==> src/rtl/link_ddr_downstream_ch.sv <==
// Downstream DDR link channel: pairs received beats into words, buffers them in a
// credit-sized FIFO, and returns credits to the sender as decimated token toggles.
//
// state | meaning
// LOW   | next valid beat is the low half of a word
// HIGH  | low half captured; next valid beat completes the word
module link_ddr_downstream_ch #(
  parameter int beat_width_p          = 16,
  parameter int fifo_els_p            = 8,
  parameter int lg_token_decimation_p = 2
) (
  input  logic                      clk,
  input  logic                      rst,
  input  logic                      io_valid_i,
  input  logic [beat_width_p-1:0]   io_data_i,
  output logic                      core_valid_o,
  output logic [2*beat_width_p-1:0] core_data_o,
  input  logic                      core_yumi_i,
  output logic                      token_o,
  output logic                      overflow_o
);

  localparam int cnt_w_lp = $clog2(fifo_els_p + 1);
  localparam int ptr_w_lp = (fifo_els_p > 1) ? $clog2(fifo_els_p) : 1;
  localparam int dec_w_lp = (lg_token_decimation_p > 0) ? lg_token_decimation_p : 1;

  localparam logic [cnt_w_lp-1:0] cnt_full_lp = cnt_w_lp'(fifo_els_p);
  localparam logic [ptr_w_lp-1:0] ptr_last_lp = ptr_w_lp'(fifo_els_p - 1);
  localparam logic [dec_w_lp-1:0] dec_last_lp = dec_w_lp'((1 << lg_token_decimation_p) - 1);

  localparam logic [0:0] st_low_c  = 1'b0;
  localparam logic [0:0] st_high_c = 1'b1;

  logic [0:0]                state_q, state_d;
  logic [beat_width_p-1:0]   low_q, low_d;
  logic [2*beat_width_p-1:0] mem_q [fifo_els_p];
  logic [2*beat_width_p-1:0] mem_d [fifo_els_p];
  logic [ptr_w_lp-1:0]       wptr_q, wptr_d, rptr_q, rptr_d;
  logic [cnt_w_lp-1:0]       cnt_q, cnt_d;
  logic [dec_w_lp-1:0]       dec_q, dec_d;
  logic                      token_q, token_d;
  logic                      overflow_q, overflow_d;

  logic push_req, push_ok, pop, full;

  assign full     = (cnt_q == cnt_full_lp);
  assign pop      = core_yumi_i && (cnt_q != '0);
  assign push_req = (state_q == st_high_c) && io_valid_i;
  // A full FIFO still accepts a word when the head leaves in the same cycle.
  assign push_ok  = push_req && (!full || pop);

  always_comb begin
    state_d    = state_q;
    low_d      = low_q;
    mem_d      = mem_q;
    wptr_d     = wptr_q;
    rptr_d     = rptr_q;
    cnt_d      = cnt_q;
    dec_d      = dec_q;
    token_d    = token_q;
    overflow_d = overflow_q;

    if (io_valid_i) begin
      if (state_q == st_low_c) begin
        low_d   = io_data_i;
        state_d = st_high_c;
      end else begin
        state_d = st_low_c;
      end
    end

    if (push_ok) begin
      mem_d[wptr_q] = {io_data_i, low_q};
      wptr_d        = (wptr_q == ptr_last_lp) ? '0 : wptr_q + ptr_w_lp'(1);
    end
    if (push_req && !push_ok) overflow_d = 1'b1;

    if (pop) begin
      rptr_d = (rptr_q == ptr_last_lp) ? '0 : rptr_q + ptr_w_lp'(1);
      if (dec_q == dec_last_lp) begin
        dec_d   = '0;
        token_d = ~token_q;
      end else begin
        dec_d = dec_q + dec_w_lp'(1);
      end
    end

    if (push_ok && !pop)      cnt_d = cnt_q + cnt_w_lp'(1);
    else if (pop && !push_ok) cnt_d = cnt_q - cnt_w_lp'(1);
  end

  always_ff @(posedge clk or posedge rst) begin
    if (rst) begin
      state_q    <= st_low_c;
      low_q      <= '0;
      for (int i = 0; i < fifo_els_p; i++) mem_q[i] <= '0;
      wptr_q     <= '0;
      rptr_q     <= '0;
      cnt_q      <= '0;
      dec_q      <= '0;
      token_q    <= 1'b0;
      overflow_q <= 1'b0;
    end else begin
      state_q    <= state_d;
      low_q      <= low_d;
      mem_q      <= mem_d;
      wptr_q     <= wptr_d;
      rptr_q     <= rptr_d;
      cnt_q      <= cnt_d;
      dec_q      <= dec_d;
      token_q    <= token_d;
      overflow_q <= overflow_d;
    end
  end

  assign core_valid_o = (cnt_q != '0);
  assign core_data_o  = mem_q[rptr_q];
  assign token_o      = token_q;
  assign overflow_o   = overflow_q;

endmodule

==> config.mk <==
export PLATFORM = sky130hd
export DESIGN_NAME = link_ddr_downstream_ch
export DESIGN_NICKNAME = d
export VERILOG_FILES = /design/src/rtl/link_ddr_downstream_ch.sv
export SDC_FILE = /design/constraint.sdc
export NUM_CORES = 1
export LEC_CHECK = 0
export BUFFER_PORTS_ARGS = -buffer_cell sky130_fd_sc_hd__buf_4
export CORE_ASPECT_RATIO = 1.25
export CORE_MARGIN = 2
export CORE_UTILIZATION = 43
export CTS_BUF_LIST = sky130_fd_sc_hd__clkbuf_4 sky130_fd_sc_hd__clkbuf_8
export DETAILED_ROUTE_END_ITERATION = 10
export GPL_TIMING_DRIVEN = 0
export PLACE_DENSITY_LB_ADDON = 0.3
export SYNTH_ARGS = -nofsm -noshare
export SYNTH_HDL_FRONTEND = slang
export SYNTH_SLANG_ARGS = --single-unit
==> constraint.sdc <==
create_clock -name clk -period 7.5 [get_ports clk]
set_input_delay 0.375 -clock clk [delete_from_list [all_inputs] [get_ports clk]]
set_output_delay 0.375 -clock clk [all_outputs]
set_load 0.01 [all_outputs]
-- Word level (Yosys, flattened, before mapping)
Index checks and enable logic that the tools add are counted.
- reductions and logical operators: 15
- shift-type cells: 0
- $lt $le $gt $ge: 3
- bitwise operators: 4
- eq/ne operators: 4
- add/subtract/negate cells: 5
- div/mod/pow operators: 0
- multiplexer cells: 12
- multiply operators: 0
- operator list (cell ; number):
    $bwmux 256 ; 1
    $bmux 32 s3 ; 1
    $demux 32 s3 ; 1
    $mux 32 ; 3
    $ge 4x4->1 const B ; 2
    $mux 4 ; 2
    $not 3->4 ; 2
    $logic_and 1x1->1 ; 7
    $add 3x1->3 const B ; 2
    $eq 3x3->1 const B ; 2
    $mux 3 ; 2
    $add 4x1->4 const B ; 1
    $eq 4x4->1 const B ; 1
    $lt 4x1->1 const B ; 1
    $reduce_and 2->1 ; 2
    $reduce_bool 4->1 ; 1
    $sub 4x1->4 const B ; 1
    $logic_not 1->1 ; 3
    $add 2x1->2 const B ; 1
    $eq 2x2->1 const B ; 1
    $mux 2 ; 1
    $not 1->1 ; 2
    $reduce_bool 2->1 ; 1
    $logic_or 1x1->1 ; 1
    $mux 1 ; 1
- memories kept: 0
- logic and storage cells: 59
- register bits: 287
- bits of input ports: 20
- bits in latches: 0
- bits in read-only memories: 0
- output and inout port bits: 35
- memory bits (writable): 0

-- Longest topological paths before layout
- word-level depth: 8
- depth in mapped cells: 9
- mapped depth without buffers: 8

-- Worst setup path before layout
OpenSTA, ideal clock, no wires.
- kind: reg-to-reg
- from: register cnt_q[3]
- to: register cnt_q[3]
- data required time: 7.369 ns
- data arrival time: 2.672 ns
- cell stages (with the launch flop): 9
- setup slack: 4.697 ns
- setup time: 0.131 ns
- clock period less this slack: 2.803 ns
- cell sequence: dfrtp_1 or4_2 nand2_2 ha_1 inv_1 ha_1 or4_1 o211ai_1 o211ai_1
- word-level cells in the longest chain between the ends: 7
- ends and longest elaborated chain (item ; RTL line ; source):
    start: declaration ; 39 ; logic [cnt_w_lp-1:0] cnt_q, cnt_d;
    start signal: assignment ; 109 ; cnt_q <= cnt_d;
    $reduce_bool 4->1 (*) ; -- ;
    via core_valid_o ; 16 ; output logic core_valid_o,
    $logic_and 1x1->1 (*) ; 47 ; assign pop = core_yumi_i && (cnt_q != '0);
    $logic_or 1x1->1 ; 50 ; assign push_ok = push_req && (!full || pop);
    $logic_and 1x1->1 ; 50 ;
    $logic_not 1->1 ; 89 ; else if (pop && !push_ok) cnt_d = cnt_q - cnt_w_lp'(1);
    $logic_and 1x1->1 ; 89 ;
    $reduce_bool 2->1 (no source line) ; -- ;
The timed path passes the listed nets; every way through them passes the cells marked *. The select of a mux whose other input is x is not followed.
A chain may end at the register's enable or synchronous reset.

-- Worst setup path after layout
- from: register rptr_q[0]
- to: output core_data_o[4]
- word-level cells in the longest chain between the ends: 4
- ends and longest elaborated chain (item ; RTL line ; source):
    start: declaration ; 38 ; logic [ptr_w_lp-1:0] wptr_q, wptr_d, rptr_q, rptr_d;
    start signal: assignment ; 108 ; rptr_q <= rptr_d;
    $not 3->4 (not written as such) ; 117 ; assign core_data_o = mem_q[rptr_q];
    $bmux 32 s3 ; 117 ;
    $mux 32 (not written as such) (2 in a row) ; 117 ;
    end: declaration ; 17 ; output logic [2*beat_width_p-1:0] core_data_o,
No other way between the ends. The select of a mux whose other input is x is not followed.

==> results.json <==
{
  "whs_path_depth": 2,
  "crit_path_start_kind": "flop",
  "post_dp_cell_area_um2": 14520,
  "syn_avg_cell_area_um2": 17.49,
  "first_pass_iters": 4,
  "numCtsBuffers": 45,
  "vdd_ir_drop_max_mv": 0.2264,
  "finish.instance_area_um2": 15570,
  "synth-edff-count": 0,
  "top_layer": "met4",
  "multiInputGateArea_um2": 5817,
  "r2r-start": "cnt_q[3]$_DFFE_PP0P_",
  "fin_skew_ns": 0.01615,
  "min_path_type": "in -> reg",
  "finalSetupTns_ns": 0,
  "cts_htree_levels": 2,
  "max_slew_margin": 0.2789,
  "setup_viol": 0,
  "layout_common_cells": "dfrtp_1 (287), mux2_2 (203), mux2_4 (90)",
  "met3_length_um": 873,
  "grt_usage": 0.1874,
  "async_flop_share": 1.000,
  "ant_nets": 0,
  "via_per_inst": 5.330,
  "yosys_warnings": 0,
  "cts_tree": "yes",
  "hp-start": "io_data_i[1]",
  "final_common_cell": "dfrtp_1",
  "grt_start_max_net_pins": 42,
  "synth_cell_types": 40,
  "hold_viol_final": 0,
  "nNetsFinal": 907,
  "route.met2.wl_mm": 14.76,
  "gr-total-overflow": 0,
  "fin_crit_sh": 0.4428,
  "finalPower_mw": 7.318,
  "crit_required_ns": 7.12,
  "path_class": "reg -> out",
  "die_w_um": 162.2,
  "detail_route.wl_per_cell_um": 21.97,
  "dp_hpwl_mm": 19.09,
  "power_density_nw_per_um2": 469.8,
  "path_clk_slew_ns": 0.07,
  "antenna_found_initial": 0,
  "drive_above_1_share": 0.6039,
  "status": "finished, final reports clean",
  "slew_viol_final": 0,
  "grt_pass1_vias": 7754,
  "dieArea_um2": 32720,
  "pin_count": 55,
  "insertion_delay_ns": 0.57,
  "netlist_area_um2": 13450,
  "clockRootBuffer": "clkbuf_8",
  "fmaxAchievable_ghz": 0.3011,
  "crit_fanout": 10,
  "worst_slew_pin_slew_ns": 1.082,
  "antenna_cells": 0,
  "die_h_um": 201.7,
  "drv_cap": 0,
  "synth_ff_type": "dfrtp_1",
  "p_leak_nw": 6.924,
  "rows": 72,
  "cts_resized": 0,
  "vias": 7041,
  "seq_area_um2": 7182,
  "fin_crit_ns": 3.321,
  "wirelength_mm": 29.02,
  "syn_inst": 769,
  "grt_pass1_wl_mm": 46.90,
  "gp_congestion": 0.7131,
  "synthToLayoutAreaGrowth_pct": 15.78,
  "initial_core_util": 0.4353,
  "rsz0062_at_grt": "false",
  "wl_met1_mm": 12.78,
  "yosys_register_bits": 287,
  "port_buffers": 53,
  "worstRegToRegCells": 8,
  "yosysSeqAreaShare": 0.5339,
  "crit_path_start": "rptr_q[0]$_DFFE_PP0P_",
  "dr.first_iter.drc_count": 275,
  "endpoint_kind": "output port",
  "fillers": 2574,
  "clockBufferDepth": 3,
  "cp_data_arrival_time_ns": 2.95,
  "cts.sink_count": 287,
  "drcViolationCount": 0,
  "core_area_um2": 30900,
  "syn_nets": 798
}
==> final cells by class <==
class | count | share of cell area
flip-flops and latches | 287 | 0.4611
multi-input cells | 432 | 0.3735
clock buffers | 74 | 0.05856
repair buffers | 62 | 0.03647
well taps | 407 | 0.03270
plain buffers | 47 | 0.02836
clock inverters | 9 | 0.008355
inverters | 3 | 0.0009640
==> repair_timing <==
action                    in CTS  in global routing
hold endpoints to repair      20                  0
hold buffers                   1                  0
setup buffers                  0                  0
==> worst max-delay path, stage by stage (launching register included) <==
cell and delay [ns]:
dfrtp_1 0.39, buf_2 0.40, clkbuf_1 0.71, mux4_2 0.44, mux2_2 0.29, buf_4 0.14
==> where the power goes <==
group | leakage [nW] | total, mW | internal [mW] | switching (mW)
registers | 3.54 | 2.82 | 2.30 | 0.522
logic | 2.83 | 3.00 | 1.87 | 1.13
clock network | 0.557 | 1.50 | 0.876 | 0.619
==> Yosys cell counts, types with 2 or more instances <==
master / count / area share
a21oi_1: 3 / 0.0011
and4b_1: 2 / 0.0015
buf_12: 9 / 0.013
buf_2: 17 / 0.0063
buf_6: 13 / 0.011
clkbuf_1: 7 / 0.0020
dfrtp_1: 287 / 0.53
ha_1: 8 / 0.0074
inv_1: 2 / 0.00056
mux2_1: 20 / 0.017
mux2_2: 203 / 0.17
mux2_4: 90 / 0.10
mux4_2: 64 / 0.11
nand2_1: 3 / 0.00084
nand3_1: 3 / 0.0011
nor2_1: 3 / 0.00084
nor2b_1: 3 / 0.0014
nor3_1: 2 / 0.00074
o211a_4: 3 / 0.0039
o211ai_1: 2 / 0.0011
o211ai_4: 3 / 0.0047
or3_1: 2 / 0.00093
xnor2_1: 3 / 0.0020
==> state kept, by name (all words and copies together), names as in the netlist <==
signal and count:
cnt_q 4, dec_q 2, low_q 16, mem_q 256, overflow_o 1, rptr_q 3
state_q 1, token_o 1, wptr_q 3
==> cells by family after synthesis <==
kind of cell             count (synthesis)  share of synthesized area
multiplexers                           378                     0.3950
flip-flops                             287                     0.5339
buffers and inverters                   50                    0.03367
AND/OR/NAND/NOR                         25                    0.01144
AO/OA/AOI/OAI                           16                    0.01442
adder cells (fa/ha/maj)                  9                   0.008930
XOR/XNOR                                 4                   0.002605
==> path summary, 6_finish.rpt <==
check	slack (ns)	endpoint
worst min-delay path	0.10	mem_q[49]$_DFFE_PP0P_
worst min register to register	0.47	token_o$_DFFE_PP0P_
min in group asynchronous	0.42	mem_q[47]$_DFFE_PP0P_
worst max register to register	4.43	cnt_q[3]$_DFFE_PP0P_
max in group asynchronous	5.80	mem_q[230]$_DFFE_PP0P_
worst max-delay path	4.18	core_data_o[4]
==> through the flow <==
step                cells  utilization  hold slack (ns)  setup slack, ns
finish               1321       0.5040           0.1004            4.179
global route         1321       0.5040          0.07802            4.047
floorplan             769            -           0.4526            3.320
detailed placement   1237       0.4700           0.4570            4.418
CTS                  1321       0.5040          0.05495            4.123
global placement     1229       0.4648           0.4642            1.553
==> per-layer routing <==
layer  track usage  up-vias
met5             0        -
met4       0.05689        0
met3       0.02886       43
met2        0.3147       96
met1        0.2519     3788
li1              -     3114
Power figures use the tool's default switching activity.
